**src/rtl/nibble_serial_adder.sv**
```systemverilog
// nibble_serial_adder: WIDTH-bit adder that reuses one 4-bit ripple slice,
// processing one nibble per clock from the least-significant nibble up.
// Ports: clk, reset_n (async, active-low), start, a, b, ci in;
//        busy, done, s (registered sum), co (registered carry) out.

module rca4 (
    input  logic [3:0] a,
    input  logic [3:0] b,
    input  logic       ci,
    output logic [3:0] s,
    output logic       co
);
    logic [4:0] c;

    always_comb begin
        c    = '0;
        s    = '0;
        c[0] = ci;
        for (int i = 0; i < 4; i++) begin
            s[i]   = a[i] ^ b[i] ^ c[i];
            c[i+1] = (a[i] & b[i]) | (c[i] & (a[i] ^ b[i]));
        end
        co = c[4];
    end
endmodule

module nibble_serial_adder #(
    parameter int WIDTH = 32
) (
    input  logic             clk,
    input  logic             reset_n,
    input  logic             start,
    input  logic [WIDTH-1:0] a,
    input  logic [WIDTH-1:0] b,
    input  logic             ci,
    output logic             busy,
    output logic             done,
    output logic [WIDTH-1:0] s,
    output logic             co
);
    localparam int N  = WIDTH / 4;
    localparam int CW = $clog2(N + 1);

    typedef enum logic [1:0] {
        IDLE = 2'd0,
        RUN  = 2'd1,
        DONE = 2'd2
    } state_t;

    state_t           state_q, state_d;
    logic [WIDTH-1:0] a_sh_q, a_sh_d;
    logic [WIDTH-1:0] b_sh_q, b_sh_d;
    logic [WIDTH-1:0] s_sh_q, s_sh_d;
    logic             carry_q, carry_d;
    logic [CW-1:0]    cnt_q, cnt_d;
    logic [WIDTH-1:0] s_q, s_d;
    logic             co_q, co_d;

    logic [3:0]       nib_sum;
    logic             nib_co;
    logic [WIDTH-1:0] s_next;

    rca4 u_slice (
        .a  (a_sh_q[3:0]),
        .b  (b_sh_q[3:0]),
        .ci (carry_q),
        .s  (nib_sum),
        .co (nib_co)
    );

    // New nibble enters at the top so the first nibble ends up at the bottom.
    assign s_next = {nib_sum, s_sh_q[WIDTH-1:4]};

    always_comb begin
        state_d = state_q;
        a_sh_d  = a_sh_q;
        b_sh_d  = b_sh_q;
        s_sh_d  = s_sh_q;
        carry_d = carry_q;
        cnt_d   = cnt_q;
        s_d     = s_q;
        co_d    = co_q;

        unique case (state_q)
            IDLE, DONE: begin
                if (start) begin
                    a_sh_d  = a;
                    b_sh_d  = b;
                    carry_d = ci;
                    s_sh_d  = '0;
                    cnt_d   = '0;
                    state_d = RUN;
                end else begin
                    state_d = IDLE;
                end
            end
            RUN: begin
                a_sh_d  = {4'h0, a_sh_q[WIDTH-1:4]};
                b_sh_d  = {4'h0, b_sh_q[WIDTH-1:4]};
                s_sh_d  = s_next;
                carry_d = nib_co;
                cnt_d   = cnt_q + 1'b1;
                if (cnt_q == CW'(N - 1)) begin
                    s_d     = s_next;
                    co_d    = nib_co;
                    state_d = DONE;
                end
            end
            default: state_d = IDLE;
        endcase
    end

    always_ff @(posedge clk or negedge reset_n) begin
        if (!reset_n) begin
            state_q <= IDLE;
            a_sh_q  <= '0;
            b_sh_q  <= '0;
            s_sh_q  <= '0;
            carry_q <= 1'b0;
            cnt_q   <= '0;
            s_q     <= '0;
            co_q    <= 1'b0;
        end else begin
            state_q <= state_d;
            a_sh_q  <= a_sh_d;
            b_sh_q  <= b_sh_d;
            s_sh_q  <= s_sh_d;
            carry_q <= carry_d;
            cnt_q   <= cnt_d;
            s_q     <= s_d;
            co_q    <= co_d;
        end
    end

    assign busy = (state_q == RUN);
    assign done = (state_q == DONE);
    assign s    = s_q;
    assign co   = co_q;
endmodule

```
**config.mk**
```make
export PLATFORM = sky130hd
export DESIGN_NAME = nibble_serial_adder
export DESIGN_NICKNAME = d
export VERILOG_FILES = /design/src/rtl/nibble_serial_adder.sv
export SDC_FILE = /design/constraint.sdc
export NUM_CORES = 1
export LEC_CHECK = 0
export ABC_CLOCK_PERIOD_IN_PS = 2400
export BUFFER_PORTS_ARGS = -buffer_cell sky130_fd_sc_hd__buf_2
export CAP_MARGIN = 15
export CORE_MARGIN = 5
export CORE_UTILIZATION = 50
export DETAILED_ROUTE_END_ITERATION = 7
export PLACE_DENSITY_LB_ADDON = 0.2
export SLEW_MARGIN = 20
export SYNTH_ARGS = -nofsm -noshare
export SYNTH_HDL_FRONTEND = slang
export SYNTH_SLANG_ARGS = --single-unit
```
**constraint.sdc**
```tcl
create_clock -name clk -period 2.4 [get_ports clk]
set_clock_uncertainty 0.2 [all_clocks]
set_input_delay 0.12 -clock clk [delete_from_list [all_inputs] [get_ports clk]]
set_output_delay 0.12 -clock clk [all_outputs]
set_load 0.05 [all_outputs]
```
Yosys cells after proc, flatten, opt, wreduce, memory -nomap -nowiden

Index checks and enable logic that the tools add are counted.

Add/subtract/negate cells: 1
Eq/ne operators: 5
Muxes and demuxes: 13
Bitwise logic cells: 20
Reductions and logical operators: 5

Operator list:

| kind                                                                    | number |
|---|---|
| 32-bit one-hot mux with 2 select lines                                  | 3 |
| 32-bit 2-to-1 mux                                                       | 3 |
| 1-bit AND                                                               | 8 |
| 4-bit one-hot mux with 2 select lines                                   | 1 |
| 1-bit XOR                                                               | 8 |
| 4-bit by 1-bit adder with 4-bit output, second input constant           | 1 |
| 4-bit by 3-bit equality test with 1-bit output, second input constant   | 1 |
| 4-bit 2-to-1 mux                                                        | 1 |
| 1-bit OR                                                                | 4 |
| 2-bit one-hot mux with 2 select lines                                   | 1 |
| 2-bit AND reduction                                                     | 2 |
| 2-bit by 1-bit equality test with 1-bit output, second input constant   | 1 |
| 2-bit equality test, second input constant                              | 1 |
| 2-bit logical NOT                                                       | 1 |
| 1-bit 2-to-1 mux                                                        | 2 |
| 2-bit 2-to-1 mux                                                        | 1 |
| 2-bit by 1-bit inequality test with 1-bit output, second input constant | 1 |
| 2-bit inequality test, second input constant                            | 1 |
| 1-bit one-hot mux with 2 select lines                                   | 1 |
| 2-bit nonzero test                                                      | 1 |
| 2-bit OR reduction                                                      | 1 |

Flip-flop bits (word level): 136
Input bits: 68
Word-level logic and storage cells: 52

Logic depth before layout (Yosys ltp)

Depth after elaboration: 10
Gate-level depth with buffers: 9

Cells and area by module

A second synthesis with hierarchy kept.

Cell total of the unflattened synthesis: 442
Area, all modules: 5,348.9 µm²

Modules (own cells, without submodules):

| module              | instances | cells an instance | area an instance (µm²) |
|---|---|---|---|
| nibble_serial_adder | 1         | 428               | 5,231.3 |
| rca4                | 1         | 14                | 117.6 |

Worst setup path after synthesis

Ideal clock, no wire load.

Path kind: register to register
Start point: reg a_sh_q[0]
End point: reg s_q[31], in the netlist s[31]
Library setup time: 0.079 ns
Arrival: 1.953 ns
Required time: 2.121 ns
Setup slack: 0.168 ns
Stages on the path, launching flop included: 9
Buffers on the path: 0
Period minus slack after synthesis: 2.232 ns
Path through: dfrtp_1 inv_1 fa_1 inv_1 fa_1 fa_1 inv_1 fa_1 mux2i_1

Word-level cells in the longest chain between the ends: 8

RTL lines:

| element                  | RTL line | source |
|---|---|---|
| start: declaration       | 51       | `logic [WIDTH-1:0] a_sh_q, a_sh_d;` |
| start signal: assignment | 125      | `a_sh_q <= a_sh_d;` |
| 1-bit XOR                | 21       | `c[i+1] = (a[i] & b[i]) \| (c[i] & (a[i] ^ b[i]));` |
| 1-bit AND                | 21       |  |
| 1-bit OR (*)             | 21       |  |
| 1-bit AND (*)            | 21       |  |
| 1-bit OR (*)             | 21       |  |
| 1-bit AND (*)            | 21       |  |
| 1-bit OR (*)             | 21       |  |
| 1-bit XOR (*)            | 20       | `s[i] = a[i] ^ b[i] ^ c[i];` |
| end signal: assignment   | 121      | `s_q <= '0;` |
| end signal: assignment   | 130      | `s_q <= s_d;` |
| end: declaration         | 56       | `logic [WIDTH-1:0] s_q, s_d;` |

Every way passes the cells marked *; elsewhere a longest branch is shown, timed or not.
A chain may end at the register's enable or synchronous reset.

Worst setup path in the final report

Start point: reg state_q[1]
End point: out busy

Word-level cells in the longest chain between the ends: 1

RTL lines:

| element                                        | RTL line | source |
|---|---|---|
| start: declaration                             | 50       | `state_t state_q, state_d;` |
| start signal: assignment                       | 124      | `state_q <= state_d;` |
| 2-bit by 1-bit equality test with 1-bit output | 135      | `assign busy = (state_q == RUN);` |
| end: declaration                               | 36       | `output logic busy,` |

No other way between the ends.

==> impl_metrics.json <==
{
  "status": "finished clean",
  "drt_iter0_drc": 322,
  "rsz0062_at_grt": "false",
  "placed_cell_area_um2": 6010,
  "antenna_left": 0,
  "arrival_ns": 1.96,
  "report.final.slew_viol_count": 0,
  "cts.clk_slew.worst_paths_ns": 0.06,
  "dieArea_um2": 12900,
  "grt.total_usage": 0.210,
  "dp_hpwl_mm": 7.56,
  "max_freq_mhz": 439,
  "cpMaxStageDelayCell": "dfrtp_1",
  "tns_ns": 0,
  "hold_class": "in -> reg",
  "rows": 37,
  "port_buffers": 102,
  "synthFlopType": "dfrtp_1",
  "startpoint_type": "flop",
  "root_buffer": "clkbuf_8",
  "avgSynthCellArea_um2": 12.2,
  "wl_met2_mm": 6.12,
  "area_delta_synth_final_pct": 36.4,
  "reg2reg_slack_ns": 0.15,
  "maxCapViolations": 0,
  "crit_path_start": "state_q[1]",
  "cts_tree": "yes",
  "rr_startpoint": "carry_q",
  "max_slew_margin": 0.591,
  "wl_met1_mm": 5.58,
  "reg2reg_to": "s_sh_q[31]",
  "core-area_um2": 10400,
  "fin_crit_sh": 0.949,
  "ys_seq_area_frac": 0.617,
  "grt_pass1_vias": 4357,
  "synth_common_cells": "dfrtp_1 (132), nand2_1 (55), nand3_1 (53)",
  "stdcell_area_um2": 7300,
  "max_stage_delay_ns": 0.37,
  "required_ns": 2.08,
  "cts_sinks": 132,
  "top_layer": "met4",
  "crit_path_max_fanout": 61,
  "yosysWarningCount": 0,
  "crit_cells": 4,
  "clock_latency_ns": 0.51,
  "worst-slew-pin-transition_ns": 0.614,
  "layout-drive-gt1-share": 0.308,
  "crit_type": "reg -> out",
  "crit_end": "busy",
  "grt_max_degree": 71,
  "vias": 4102,
  "synth_seq_cells": 132,
  "wire_per_inst_um": 16.8,
  "cts_max_level": 4,
  "grt_first_pass_wirelength_mm": 21.6,
  "cts_buffers": 17,
  "detail_route.vias_per_cell": 5.45,
  "yosys.area.top_type_share": 0.617,
  "cp_num_buf_inv": 3,
  "synthDistinctLibCells": 24,
  "final_util": 0.704,
  "start_util": 0.516,
  "path_cells": "nand2b_2 > clkinv_2 > buf_12 > buf_2",
  "antenna_cells": 0,
  "leakagePower_nw": 3.60,
  "dr.pass1.iters": 4,
  "antenna_found_initial": 0,
  "synth-async-reset-ratio": 1.00,
  "wl_met3_um": 733,
  "fill_cells": 745,
  "die_w_um": 113,
  "fin_total_pwr_mw": 10.3,
  "grt_overflow": 0,
  "synthTopCellsByArea": "dfrtp_1 (62%), a22oi_1 (7.3%), mux2_2 (6.3%)",
  "peakVddDrop_v": 0.000643,
  "syn_nets": 512,
  "worst_setup_path_end_kind": "primary output",
  "finalNetCount": 676,
  "setup_viol": 0,
  "reg2regPathDepth": 8,
  "chipHeight_um": 113,
  "wl_mm": 12.6,
  "synth_top_area_cell": "dfrtp_1",
  "cp_top_family": "buffers and inverters",
  "final-hold-violation-count": 0,
  "pin_count": 103,
  "power_density_nw_per_um2": 1410,
  "synth_cells": 439,
  "gp_congestion": 0.767,
  "syn-cell-area_um2": 5350,
  "drcViolationCount": 0,
  "cts_buffer_depth": 2,
  "fin_crit_ns": 2.28,
  "synth.most_common_cell": "dfrtp_1",
  "synth-edff-count": 0
}
## sequential cells by signal, indices dropped and copies added, names as in the netlist
| name | count |
|---|---|
| carry_q | 1 |
| state_q | 2 |
| cnt_q | 4 |
| s | 32 |
| co | 1 |
| s_sh_q | 28 |
| a_sh_q | 32 |
| b_sh_q | 32 |
## cells by family (layout without fill, tap and decap cells)
| logic type | Yosys count | in the layout | share of synthesized area |
|---|---|---|---|
| adder cells (fa/ha/maj) | 5 | 5 | 0.0173 |
| multiplexers | 35 | 35 | 0.0724 |
| buffers and inverters | 49 | 226 | 0.0437 |
| AO/OA/AOI/OAI | 97 | 97 | 0.146 |
| AND/OR/NAND/NOR | 121 | 121 | 0.103 |
| flip-flops | 132 | 132 | 0.617 |
## cell usage in the layout, fill, tap and decap left out, drive strengths merged, types with 3 or more instances in the layout
| cell type | Yosys | layout |
|---|---|---|
| buf | 22 | 116 |
| nand2 | 55 | 55 |
| nor3 | 5 | 5 |
| a221o | 5 | 5 |
| nor2b | 3 | 3 |
| clkinvlp | 0 | 5 |
| clkbuf | 16 | 19 |
| a22oi | 52 | 52 |
| a22o | 36 | 36 |
| nand3 | 53 | 53 |
| dfrtp | 132 | 132 |
| inv | 11 | 14 |
| mux2i | 5 | 5 |
| dlygate4sd3 | 0 | 67 |
| mux2 | 30 | 30 |
| fa | 4 | 4 |
| bufinv | 0 | 3 |
## layout make-up
type | count | area (um2) | area share
sequential | 132 | 3300 | 0.452
clock buffer | 19 | 442 | 0.0605
inverter | 11 | 42.5 | 0.00582
timing repair buffer | 183 | 1330 | 0.182
clock inverter | 13 | 171 | 0.0235
tap | 136 | 170 | 0.0233
multi-input combinational | 258 | 1840 | 0.253
## where the power goes
group          switching [mW]  internal, mW  total [mW]
logic                    2.40          1.48        3.88
registers               0.591          3.18        3.77
clock network           0.980          1.65        2.63
total                    3.97          6.32        10.3
## metrics by stage
stage / hold WS [ns] / cells / setup WS [ns]
floorplan: -0.376 / 439 / 0.168
global placement: -0.0491 / 653 / 0.111
detailed placement: -0.0517 / 653 / 0.0631
CTS: 0.00995 / 752 / 0.0580
global route: 0.0394 / 752 / 0.0304
finish: 0.0397 / 752 / 0.123
## what timing repair did
item / 4_1_cts / 5_1_grt
setup endpoints to repair: 0 / 3
hold buffers: 67 / 0
endpoints found under the hold margin: 197 / 0
setup buffers: 0 / 0
gates resized for setup: 0 / 6
## worst reg2reg max path: cells and delay by family, from the launching register on
| family | cells | cell delay [ns] |
|---|---|---|
| buf+inv | 3 | 0.20 |
| flops | 1 | 0.38 |
| fa+ha+maj | 4 | 1.25 |
| compound gates | 1 | 0.14 |
## worst min-delay path by stage
stage,startpoint,to,slack [ns],cells after the start
2_1_floorplan,reset_n,a_sh_q[0],-0.38,0
3_3_place_gp,reset_n,s[21],-0.05,1
3_5_place_dp,reset_n,s[21],-0.05,1
4_1_cts,start,s_sh_q[31],0.01,4
5_1_grt,start,s_sh_q[28],0.04,4
6_report,start,state_q[0],0.04,4
## routing by layer
metal | up-vias | GRT usage
li1 | 1919 | -
met1 | 2033 | 0.284
met2 | 136 | 0.327
met3 | 14 | 0.0472
met4 | 0 | 0.0913
met5 | - | 0
No activity file was read; power rests on OpenSTA's default activity.
